<file path="config.mk">
export PLATFORM = sky130hd
export DESIGN_NAME = ball_motion_controller_flat
export DESIGN_NICKNAME = d
export VERILOG_FILES = /design/src/rtl/ball_motion_controller_if.sv /design/src/rtl/ball_motion_controller.sv /design/src/flat_wrapper.sv
export SDC_FILE = /design/constraint.sdc
export NUM_CORES = 1
export LEC_CHECK = 0
export CORE_ASPECT_RATIO = 0.75
export CORE_MARGIN = 2
export CORE_UTILIZATION = 52
export CTS_CLUSTER_DIAMETER = 60
export DETAILED_ROUTE_END_ITERATION = 7
export HOLD_SLACK_MARGIN = 0.03
export PLACE_DENSITY = 0.73
export SYNTH_ARGS = -nofsm -noshare
export SYNTH_HDL_FRONTEND = slang
export SYNTH_SLANG_ARGS = --single-unit
</file>
<file path="constraint.sdc">
create_clock -name clk -period 3.1 [get_ports clk]
set_input_delay 0.62 -clock clk [delete_from_list [all_inputs] [get_ports clk]]
set_output_delay 0.62 -clock clk [all_outputs]
set_load 0.02 [all_outputs]
</file>
<file path="src/rtl/ball_motion_controller_if.sv">
// Link between the ball motion controller and the downstream direction-change stage.
// master = motion controller, slave = direction-change stage.
interface ball_motion_controller_if;
  logic        stand;
  logic [3:0]  new_direction;
  logic [15:0] ball_coord_horizontal;
  logic [15:0] ball_coord_vertical;
  logic [3:0]  direction;
  logic        move_tick;
  logic        moving;

  modport master (
    input  stand, new_direction,
    output ball_coord_horizontal, ball_coord_vertical, direction, move_tick, moving
  );

  modport slave (
    output stand, new_direction,
    input  ball_coord_horizontal, ball_coord_vertical, direction, move_tick, moving
  );
endinterface

</file>
<file path="src/rtl/ball_motion_controller.sv">
// Ball motion controller: divides clk into move ticks, serves from centre, then steps
// the ball one pixel per tick along the latched direction until a stand freezes it.
module ball_motion_controller #(
  parameter int unsigned CLK_DIV     = 250000,
  parameter int unsigned SERVE_TICKS = 100,
  parameter int unsigned START_H     = 462,
  parameter int unsigned START_V     = 302,
  parameter int unsigned START_DIR   = 3
) (
  input logic                     clk,
  input logic                     reset_to_start,
  ball_motion_controller_if.master bus
);

  localparam int unsigned DIV_W   = $clog2(CLK_DIV);
  localparam int unsigned SERVE_W = (SERVE_TICKS > 1) ? $clog2(SERVE_TICKS) : 1;

  localparam logic [DIV_W-1:0]   DIV_LAST   = DIV_W'(CLK_DIV - 1);
  localparam logic [DIV_W-1:0]   DIV_PRE    = DIV_W'(CLK_DIV - 2);
  localparam logic [SERVE_W-1:0] SERVE_LAST = SERVE_W'(SERVE_TICKS - 1);
  localparam logic [15:0]        X_START    = 16'(START_H);
  localparam logic [15:0]        Y_START    = 16'(START_V);
  localparam logic [3:0]         DIR_START  = 4'(START_DIR);

  typedef enum logic [1:0] {SERVE, MOVE, STOP} state_t;

  state_t             state_q, state_d;
  logic [DIV_W-1:0]   div_cnt;
  logic [SERVE_W-1:0] serve_cnt;
  logic               tick_q;
  logic               moving_q;
  logic               phase_q;
  logic [3:0]         dir_q;
  logic [15:0]        x_q, y_q;
  logic [15:0]        x_step, y_step;
  logic               x_inc, x_dec, y_up, y_down;

  assign bus.ball_coord_horizontal = x_q;
  assign bus.ball_coord_vertical   = y_q;
  assign bus.direction             = dir_q;
  assign bus.move_tick             = tick_q;
  assign bus.moving                = moving_q;

  // NOTE: every register below uses <= so all flops sample pre-edge values together.
  always_ff @(posedge clk or posedge reset_to_start) begin
    if (reset_to_start) state_q <= SERVE;
    else                state_q <= state_d;
  end

  // NOTE: defaults come first so no path through the block can infer a latch.
  always_comb begin
    state_d = state_q;
    case (state_q)
      SERVE:   if (tick_q && serve_cnt == SERVE_LAST) state_d = MOVE;
      MOVE:    if (bus.stand) state_d = STOP;
      default: state_d = state_q;
    endcase
  end

  // Direction code to step: slow vertical codes move only on odd-phase ticks.
  always_comb begin
    x_inc  = 1'b0;
    x_dec  = 1'b0;
    y_up   = 1'b0;
    y_down = 1'b0;
    case (dir_q)
      4'd1:  begin x_inc = 1'b1; y_up   = 1'b1;    end
      4'd2:  begin x_inc = 1'b1; y_up   = phase_q; end
      4'd3:  begin x_inc = 1'b1;                   end
      4'd4:  begin x_inc = 1'b1; y_down = phase_q; end
      4'd5:  begin x_inc = 1'b1; y_down = 1'b1;    end
      4'd6:  begin x_dec = 1'b1; y_down = 1'b1;    end
      4'd7:  begin x_dec = 1'b1; y_down = phase_q; end
      4'd8:  begin x_dec = 1'b1;                   end
      4'd9:  begin x_dec = 1'b1; y_up   = phase_q; end
      4'd10: begin x_dec = 1'b1; y_up   = 1'b1;    end
      default: ;
    endcase

    // Saturate at both ends so the ball never wraps across the screen.
    x_step = x_q;
    y_step = y_q;
    if (x_inc && x_q != 16'hFFFF)      x_step = x_q + 16'd1;
    else if (x_dec && x_q != 16'h0000) x_step = x_q - 16'd1;
    if (y_down && y_q != 16'hFFFF)     y_step = y_q + 16'd1;
    else if (y_up && y_q != 16'h0000)  y_step = y_q - 16'd1;
  end

  always_ff @(posedge clk or posedge reset_to_start) begin
    if (reset_to_start) begin
      div_cnt   <= '0;
      tick_q    <= 1'b0;
      serve_cnt <= '0;
      moving_q  <= 1'b0;
      phase_q   <= 1'b0;
      dir_q     <= DIR_START;
      x_q       <= X_START;
      y_q       <= Y_START;
    end else begin
      div_cnt  <= (div_cnt == DIV_LAST) ? '0 : div_cnt + DIV_W'(1);
      // Registered strobe is high exactly while div_cnt sits at DIV_LAST.
      tick_q   <= (div_cnt == DIV_PRE);
      moving_q <= (state_d == MOVE);

      case (state_q)
        SERVE: begin
          if (tick_q) begin
            if (serve_cnt == SERVE_LAST) phase_q <= 1'b0;
            else                         serve_cnt <= serve_cnt + SERVE_W'(1);
          end
        end
        MOVE: begin
          if (!bus.stand && tick_q) begin
            dir_q   <= bus.new_direction;
            x_q     <= x_step;
            y_q     <= y_step;
            phase_q <= ~phase_q;
          end
        end
        default: ;
      endcase
    end
  end

endmodule

</file>
<file path="src/flat_wrapper.sv">
// flat-port wrapper written by rule: the top's interface ports become plain ports
module ball_motion_controller_flat 
#(
  parameter int unsigned CLK_DIV     = 250000,
  parameter int unsigned SERVE_TICKS = 100,
  parameter int unsigned START_H     = 462,
  parameter int unsigned START_V     = 302,
  parameter int unsigned START_DIR   = 3
)
  (clk, reset_to_start, bus_stand, bus_new_direction, bus_ball_coord_horizontal, bus_ball_coord_vertical, bus_direction, bus_move_tick, bus_moving);
  ball_motion_controller_if bus_i ();
  input logic clk;
  input logic reset_to_start;
  input wire logic [$bits(bus_i.stand)-1:0] bus_stand;
  input wire logic [$bits(bus_i.new_direction)-1:0] bus_new_direction;
  output wire logic [$bits(bus_i.ball_coord_horizontal)-1:0] bus_ball_coord_horizontal;
  output wire logic [$bits(bus_i.ball_coord_vertical)-1:0] bus_ball_coord_vertical;
  output wire logic [$bits(bus_i.direction)-1:0] bus_direction;
  output wire logic [$bits(bus_i.move_tick)-1:0] bus_move_tick;
  output wire logic [$bits(bus_i.moving)-1:0] bus_moving;
  assign bus_i.stand = bus_stand;
  assign bus_i.new_direction = bus_new_direction;
  assign bus_ball_coord_horizontal = bus_i.ball_coord_horizontal;
  assign bus_ball_coord_vertical = bus_i.ball_coord_vertical;
  assign bus_direction = bus_i.direction;
  assign bus_move_tick = bus_i.move_tick;
  assign bus_moving = bus_i.moving;
  ball_motion_controller #(.CLK_DIV(CLK_DIV), .SERVE_TICKS(SERVE_TICKS), .START_H(START_H), .START_V(START_V), .START_DIR(START_DIR)) u_core (.clk(clk), .reset_to_start(reset_to_start), .bus(bus_i));
endmodule
</file>
After elaboration in Yosys (flattened, before gate mapping). Index checks and enable logic that the tools add are counted.

Register bits: 66. Bits in latches: 0. Bits in writable memories: 0. ROM bits: 0. Output and inout port bits: 38. Logic and storage cells: 77. Memories: 0.

Add/subtract/negate cells: 6. Multiply operators: 0. Div/mod/pow operators: 0. Magnitude comparators: 0. Equal/unequal tests: 20. Shift-type cells: 0. Muxes and demuxes: 16. Bitwise operators: 2. Reduce and logical (&&, ||, !) cells: 24.

Operators by type and width (number): 2-to-1 mux 16 bit (4); equality test 18 bit, second input constant (2); adder 16 x 1 -> 16 bit, second input constant (2); != test 16 bit, second input constant (2); nonzero test 16 bit (2); subtractor 16 x 1 -> 16 bit, second input constant (2); adder 18 x 1 -> 18 bit, second input constant (1); 2-to-1 mux 18 bit (1); equality test 4 x 3 -> 1 bit, second input constant (4); equality test 4 bit, second input constant (3); OR reduction 5 bit (2); AND reduction 3 bit (3); equality test 4 x 2 -> 1 bit, second input constant (2); OR reduction 2 bit (4); adder 7 x 1 -> 7 bit, second input constant (1); equality test 7 bit, second input constant (1); logical AND 1 bit (6); != test 2 x 1 -> 1 bit, second input constant (3); one-hot mux 1 bit (2 select lines) (3); nonzero test 2 bit (3); 2-to-1 mux 1 bit (5); equality test 2 x 1 -> 1 bit, second input constant (2); equality test 4 x 1 -> 1 bit, second input constant (1); 2-to-1 mux 2 bit (2); other kinds (6) (7).

Logic depth before layout (Yosys ltp). Gate-level depths: netlist (run 1).

Depth in word-level cells: 6. Mapped depth: 10. Gate-level depth less buffers: 10.

Least setup slack after synthesis (run 1). OpenSTA, ideal clock, no wires.

Kind: register to register. From: register u_core.dir_q[1], in the netlist u_core.bus.direction[1]. To: register u_core.y_q[10], in the netlist u_core.bus.ball_coord_vertical[10]. Library setup time: 0.125 ns. Data arrival time: 3.104 ns. Required time: 2.975 ns. Slack: -0.129 ns. Stages on the path, launching flop included: 11. Buffers on the path: 0. Period minus slack after synthesis: 3.229 ns. Cell sequence: dfstp_2 -> or2_1 -> a21oi_1 -> or4b_4 -> fa_1 -> a21o_1 -> a22o_1 -> o41ai_4 -> o21ai_0 -> xor2_1 -> mux2_4.

Word-level cells in the longest chain between the ends: 6.

RTL lines: from (decl) (RTL line ball_motion_controller.sv:33) `logic [3:0] dir_q;`; from (signal assigned) (RTL line ball_motion_controller.sv:114) `dir_q <= bus.new_direction;`; equality test 4 x 1 -> 1 bit (tied with other cells) (RTL line ball_motion_controller.sv:66) `case (dir_q)`; OR reduction 2 bit (no line); one-hot mux 1 bit (2 select lines) (RTL line ball_motion_controller.sv:66); logical AND 1 bit, on equally long branches (RTL line ball_motion_controller.sv:86, ball_motion_controller.sv:85); nonzero test 2 bit (no line); AND reduction 3 bit (no line); to (signal assigned) (RTL line ball_motion_controller.sv:116) `y_q <= y_step;`; to (decl) (RTL line ball_motion_controller.sv:34) `logic [15:0] x_q, y_q;`.

Parallel ways exist; a longest one is shown, timed or not. A chain may end at the register's enable or synchronous reset.

Worst setup path in the final report (run 1).
From: register u_core.y_q[8], in the netlist u_core.bus.ball_coord_vertical[8]. To: register u_core.y_q[14], in the netlist u_core.bus.ball_coord_vertical[14].

Word-level cells in the longest chain between the ends: 4.

RTL lines: branches (longest 4 deep; another with subtractor 16 x 1 -> 16 bit).

Parallel ways; which one is timed is not known. The select of a mux whose other input is x is not followed.

==> out/qor.csv, run 1 <==
stage;metric;value;unit
outcome;status;finished clean;
logic_synthesis;ys_async_sr_fraction;1.00;
logic_synthesis;synth_flop_cell;dfrtp_1;
global_route;grt-ovfl-total;0;
final_layout;multi_input_area;2790;µm²
setup_path;cp-start-kind;register;
clock_network;clk_pin_slew;0.07;ns
clock_network;clk_path_buf_depth;2;
placed_design;placed_area;5200;µm²
global_route;grt_max_degree;67;
global_route;grt_pass1_vias;3548;
logic_synthesis;yosys_register_bits;66;
logic_synthesis;ys_warn_count;0;
timing;holdWs;0.466;ns
final_layout;area_growth_syn_to_layout;31.6;%
routing;wire_per_inst;16.0;µm
pwr;power_frac_comb;0.023;
final_layout;final_cell_mix;nand2_1, buf_4, dfrtp_1;
clock_network;cts_max_level;3;
final_layout;nets;592;
logic_synthesis;syn-cell-area;4300;µm²
pwr;p_sw_frac;0.231;
pwr;seqPwrFrac;0.573;
pwr;leakage;2.62;nW
clock_network;clock_sinks;66;
final_layout;post-route-util;0.712;
routing;drt_iter0_drc;231;
final_layout;stdcell_area;5660;µm²
floorplanning;die_w;109;µm
setup_path;slowest_stage;dfstp_2;
job;maxCapViolations;0;
floorplanning;ioPinCount;45;
timing;fin_crit_sh;0.984;
placed_design;place_inst;634;
placed_design;place_ws;-0.0668;ns
timing;finClkSkew;0.00864;ns
timing;post-route-min-period;3.05;ns
final_layout;final_cell_count_no_fill;661;
setup_path;critical_path_class;reg -> reg;
pwr;power;1.51;mW
routing;vias_per_cell;5.79;
logic_synthesis;postSynthAreaPerCell;9.63;µm²
logic_synthesis;synthCells;447;
routing;dr.pass1.iters;4;
logic_synthesis;yosysUniqueCellTypes;64;
timing;fin_tns_setup;0;ns
pwr;vdd_drop_max;230;µV
final_layout;n_antenna_cell;0;
final_layout;drive_gt1_frac;0.236;
timing;maxSlewViolCount;0;
clock_network;cts_inserted_buffers;9;
clock_network;holdBufCountCts;0;
floorplanning;row_count;28;
timing;grt_setup_unrepaired;true;
timing;hold_viol_final;0;
placed_design;port_buffers;44;
setup_path;critPathRequiredTime;3.32;ns
placed_design;gp_congestion;0.929;
global_route;grt_pass1_wl;17000;µm
setup_path;crit_family;compound AO/OA/AOI/OAI gates;
floorplanning;fp.dieArea;9030;µm²
global_route;antenna_found_initial;0;
global_route;grt_use_total;0.242;
routing;drcViolationCount;0;
final_layout;seq_area;1670;µm²
pwr;internal_power;1.17;mW
clock_network;cts_tree;done;
clock_network;cts_root_buffer;clkbuf_8;
logic_synthesis;ys_top_cells_by_area;dfrtp_1, ha_1, dfstp_2;
timing;worst_pin_slew;0.721;ns
timing;max_freq;328;MHz
floorplanning;initial_core_util;0.541;
pwr;power_switching;0.349;mW
placed_design;place_hpwl;7410;µm
clock_network;clock_latency;0.34;ns
routing;via_count;3828;
pwr;power_density;268;nW/µm²
setup_path;r2r_slack;0.05;ns
setup_path;worstPathCellList;nand4_1, nor4_4, or4b_4, buf_4, ha_4, a21o_1, a211oi_2, o2bb2ai_1, a31oi_4, xnor2_1, o21ai_1;
final_layout;n_fill_cell;566;
pwr;p_clk_frac;0.404;
timing;slew_headroom;0.516;
timing;setup_slack;0.0497;ns
logic_synthesis;synth_top_area_share;0.308;
logic_synthesis;syn-num-nets;488;
setup_path;crit_buf_inv;1;
logic_synthesis;yosys.area.top_type;dfrtp_1;
logic_synthesis;synth_edf_count;0;
final_layout;final_common_cell;nand2_1;
setup_path;slowest_delay;0.53;ns
setup_path;cp-end-kind;register;
floorplanning;die_y;82.8;µm
setup_path;cp_data_arrival_time;3.28;ns
logic_synthesis;ys_seq_area_frac;0.388;
setup_path;crit_path_max_fanout;9;
routing;totalWireLength;10600;µm
timing;setup-violations-final;0;
min_path;hold_path.class;reg -> reg;
floorplanning;core_area;7950;µm²
routing;ant_nets;0;
synth_stat cells, types with 3 or more instances:
library cell   n
buf_2          3
xor2_1        26
o21ai_0       18
a211oi_1       3
nor3_1        10
nand3_1       13
xnor2_1       20
dfstp_2       13
nand2_1       58
a21oi_1       23
a31oi_1        5
and3_1         8
o21a_1         4
inv_1          6
a21o_1        14
nor2_1        30
nand4_1       17
a211o_1        4
ha_1          32
nor4_1        10
o31ai_1        3
o21ai_2        7
buf_6          3
o21ai_1       12
dfrtp_1       53
power groups by stage:
stage / Sequential [mW] / Combinational [mW] / Clock, mW
floorplan: 0.883 / 0.0180 / 0
global placement: 0.883 / 0.0357 / 0
detailed placement: 0.883 / 0.0363 / 0
CTS: 0.867 / 0.0363 / 0.630
global route: 0.867 / 0.0398 / 0.668
finish: 0.867 / 0.0351 / 0.612
final timing paths:
| check | cells past startpoint | start | end |
|---|---|---|---|
| worst max-delay path | 11 | u_core.bus.ball_coord_vertical[8] | u_core.bus.ball_coord_vertical[14] |
| max in group asynchronous | 3 | reset_to_start | u_core.bus.ball_coord_vertical[5] |
| worst min register to register | 1 | u_core.serve_cnt[6] | u_core.serve_cnt[6] |
| min in group asynchronous | 3 | reset_to_start | u_core.div_cnt[14] |
| worst min-delay path | 1 | u_core.serve_cnt[6] | u_core.serve_cnt[6] |
| worst max register to register | 11 | u_core.bus.ball_coord_vertical[8] | u_core.bus.ball_coord_vertical[14] |
flip-flops by register name (all words and copies together) (netlist names):
signal,count
u_core.div_cnt,18
u_core.bus.ball_coord_horizontal,16
u_core.bus.ball_coord_vertical,16
u_core.serve_cnt,7
u_core.bus.direction,4
u_core.state_q,2
u_core.bus.move_tick,1
u_core.bus.moving,1
u_core.phase_q,1
logic make-up (layout without fill, tap and decap cells):
group / after synthesis / count (layout) / synth area share
and+or+nand+nor: 167 / 169 / 0.197
AOI/OAI and AO/OA: 114 / 114 / 0.182
DFF: 66 / 66 / 0.388
xor gates and xnor gates: 47 / 47 / 0.0974
adders and majority gates: 34 / 34 / 0.102
buffers and inverters: 13 / 120 / 0.0174
muxes: 6 / 6 / 0.0169
repair_timing:
action,CTS,global route
cloned,1,1
resized for setup,6,36
pin swaps,2,10
buffers inserted,3,7
setup endpoints to repair,6,9
layer usage:
metal / track usage / up-vias / wire length, µm
li1: - / 1873 / -
met1: 0.352 / 1847 / 5190
met2: 0.373 / 92 / 4810
met3: 0.0422 / 16 / 459
met4: 0.0692 / 0 / 136
met5: 0 / - / 0
cell type report:
type                       count  area share
sequential                    66       0.295
multi-input combinational    370       0.493
inverter                       6     0.00398
clock inverter                 5     0.00552
clock buffer                  11      0.0232
timing repair buffer          98       0.156
tap                          105      0.0232
Note: power is estimated with default switching activity, not from simulation.
==> run 2, diff against run 1 <==
--- a/config.mk
+++ b/config.mk
@@ -12,6 +12,7 @@
 export DETAILED_ROUTE_END_ITERATION = 7
 export HOLD_SLACK_MARGIN = 0.03
 export PLACE_DENSITY = 0.73
+export SLEW_MARGIN = 20
 export SYNTH_ARGS = -nofsm -noshare
 export SYNTH_HDL_FRONTEND = slang
 export SYNTH_SLANG_ARGS = --single-unit
==> results of run 2 <==
The final DEF is identical to that of run 1; final timing and power are the same.
==> run 3, diff against run 2 <==
--- a/config.mk
+++ b/config.mk
@@ -12,6 +12,7 @@
 export DETAILED_ROUTE_END_ITERATION = 7
 export HOLD_SLACK_MARGIN = 0.03
 export PLACE_DENSITY = 0.73
+export SETUP_SLACK_MARGIN = 0.3
 export SLEW_MARGIN = 20
 export SYNTH_ARGS = -nofsm -noshare
 export SYNTH_HDL_FRONTEND = slang
==> out/qor.csv, run 3 (synthesized netlist as in run 1, its figures left out) <==
stage;metric;value;unit;change
clock_network;clock_sinks;66;;unchanged
timing;finClkSkew;0.0201;ns;was 0.00864 ns
outcome;violations;setup timing;;
floorplanning;die_y;82.8;µm;unchanged
pwr;power;1.69;mW;was 1.51 mW
timing;grt_setup_unrepaired;true;;unchanged
clock_network;cts_max_level;3;;unchanged
outcome;status;finished with violations;;was finished clean
final_layout;n_fill_cell;541;;was 566
setup_path;cp-end-kind;register;;unchanged
final_layout;n_antenna_cell;0;;unchanged
global_route;antenna_found_initial;0;;unchanged
timing;slew_headroom;0.483;;was 0.516
routing;totalWireLength;11800;µm;was 10,600 µm
placed_design;port_buffers;44;;unchanged
timing;hold_viol_final;0;;unchanged
timing;post-route-min-period;3.19;ns;was 3.05 ns
final_layout;top_register;u_core.div_cnt;;unchanged
global_route;grt_pass1_vias;3719;;was 3,548
setup_path;crit_path_max_fanout;8;;was 9
placed_design;place_hpwl;7500;µm;was 7410 µm
pwr;power_density;287;nW/µm²;was 268 nW/µm²
clock_network;clock_latency;0.36;ns;was 0.34 ns
clock_network;cts_root_buffer;clkbuf_8;;unchanged
routing;wire_per_inst;17.8;µm;was 16.0 µm
timing;maxSlewViolCount;0;;unchanged
floorplanning;row_count;28;;unchanged
global_route;grt_max_degree;51;;was 67
setup_path;critical_path_class;reg -> reg;;unchanged
placed_design;gp_congestion;0.880;;was 0.929
timing;fin_crit_sh;1.03;;was 0.984
floorplanning;fp.dieArea;9030;µm²;unchanged
routing;dr.pass1.iters;5;;was 4
final_layout;final_cell_count_no_fill;660;;was 661
timing;setup-violations-final;2;;was 0
setup_path;r2r_slack;-0.09;ns;was 0.05 ns
final_layout;area_growth_syn_to_layout;36.8;%;was 31.6%
clock_network;cts_tree;done;;unchanged
timing;max_freq;314;MHz;was 328 MHz
final_layout;post-route-util;0.740;;was 0.712
placed_design;place_inst;619;;was 634
floorplanning;ioPinCount;45;;unchanged
global_route;grt_use_total;0.257;;was 0.242
routing;vias_per_cell;5.95;;was 5.79
min_path;hold_path.class;reg -> reg;;unchanged
floorplanning;initial_core_util;0.541;;unchanged
routing;via_count;3929;;was 3,828
final_layout;drive_gt1_frac;0.276;;was 0.236
routing;drcViolationCount;0;;unchanged
setup_path;cp-start-kind;register;;unchanged
final_layout;largest_reg_flops;18;;unchanged
timing;holdWs;0.481;ns;was 0.466 ns
setup_path;cp_data_arrival_time;3.47;ns;was 3.28 ns
clock_network;clk_pin_slew;0.08;ns;was 0.07 ns
routing;drt_iter0_drc;250;;was 231
job;maxCapViolations;0;;unchanged
global_route;grt-ovfl-total;0;;unchanged
clock_network;clk_path_buf_depth;2;;unchanged
pwr;vdd_drop_max;253;µV;was 230 µV
timing;worst_pin_slew;0.769;ns;was 0.721 ns
final_layout;nets;591;;was 592
pwr;leakage;2.64;nW;was 2.62 nW
floorplanning;core_area;7950;µm²;unchanged
timing;setup_slack;-0.0871;ns;was 0.0497 ns
final_layout;final_cell_mix;nand2_1, dfrtp_1, clkdlybuf4s50_1, buf_4, nor2_1;;was nand2_1, buf_4, dfrtp_1
floorplanning;die_w;109;µm;unchanged
final_layout;final_common_cell;nand2_1;;unchanged
global_route;grt_pass1_wl;17700;µm;was 17,000 µm
setup_path;critPathRequiredTime;3.38;ns;was 3.32 ns
clock_network;cts_inserted_buffers;9;;unchanged
routing;ant_nets;0;;unchanged
run 3: cell types whose count changed in the layout (fill, tap and decap cells not counted), moves of 3 or more:
cell	previous run	this run
buf_6	0	8
a21oi_1	18	15
o21ai_0	14	10
ha_1	26	18
buf_4	51	44
o21ai_1	15	18
a21oi_2	4	8
clkinv_2	3	0
ha_4	6	12
run 3: worst max-delay path: stages, from the launching register on:
cell and delay (ns):
dfstp_2 0.53, or2_1 0.14, a21oi_2 0.07, or4b_4 0.58
ha_1 0.34, buf_4 0.16, o211a_1 0.23, a211oi_2 0.27
o31a_1 0.24, o21ai_1 0.12, mux2i_1 0.28, xnor2_1 0.15
run 3: final timing paths:
| path | startpoint | endpoint | cells after the start |
|---|---|---|---|
| setup / recovery | u_core.bus.direction[0] | u_core.bus.ball_coord_vertical[15] | 11 |
| hold / removal | u_core.serve_cnt[6] | u_core.serve_cnt[6] | 1 |
| setup reg to reg | u_core.bus.direction[0] | u_core.bus.ball_coord_vertical[15] | 11 |
| hold reg to reg | u_core.serve_cnt[6] | u_core.serve_cnt[6] | 1 |
| max in group asynchronous | reset_to_start | u_core.bus.ball_coord_horizontal[3] | 3 |
| min in group asynchronous | reset_to_start | u_core.bus.ball_coord_horizontal[13] | 2 |
run 3: where the power goes:
part	internal [mW]	switching [mW]	total [mW]
clock	0.403	0.386	0.789
combinational	0.0135	0.0224	0.0359
sequential	0.864	0.00306	0.867
total	1.28	0.411	1.69
run 3: timing repair:
| action | CTS | global route |
|---|---|---|
| setup buffers | 15 | 9 |
| pin swaps | 20 | 32 |
| resized for setup | 35 | 34 |
| endpoints found under the setup margin | 14 | 18 |
| hold buffers | 0 | 0 |
| gates cloned | 1 | 0 |
run 3: per-layer routing:
layer	global-route usage	part of all wire	vias to the layer above
met5	0	0	-
met4	0.0949	0.021	0
met3	0.0585	0.054	25
met2	0.443	0.49	131
met1	0.318	0.43	1910
li1	-	-	1863
run 3: per-stage QoR:
| step | TNS [ns] | setup WS [ns] | instance area [µm²] |
|---|---|---|---|
| CTS | 0 | 0.0427 | 5660 |
| detailed placement | 0 | 0.0270 | 5150 |
| global placement | 0 | 0.0785 | 5150 |
| floorplan | -0.0951 | -0.0951 | 4380 |
| finish | -0.128 | -0.0871 | 5890 |
| global route | -0.625 | -0.163 | 5890 |
run 3: layout make-up:
cell class / count / area [µm²] / area share
multi-input cells: 369 / 2950 / 0.501
flip-flops and latches: 66 / 1670 / 0.284
repair buffers: 98 / 901 / 0.153
clock buffers: 10 / 138 / 0.0234
well taps: 105 / 131 / 0.0223
clock inverters: 6 / 73.8 / 0.0125
inverters: 6 / 22.5 / 0.00383
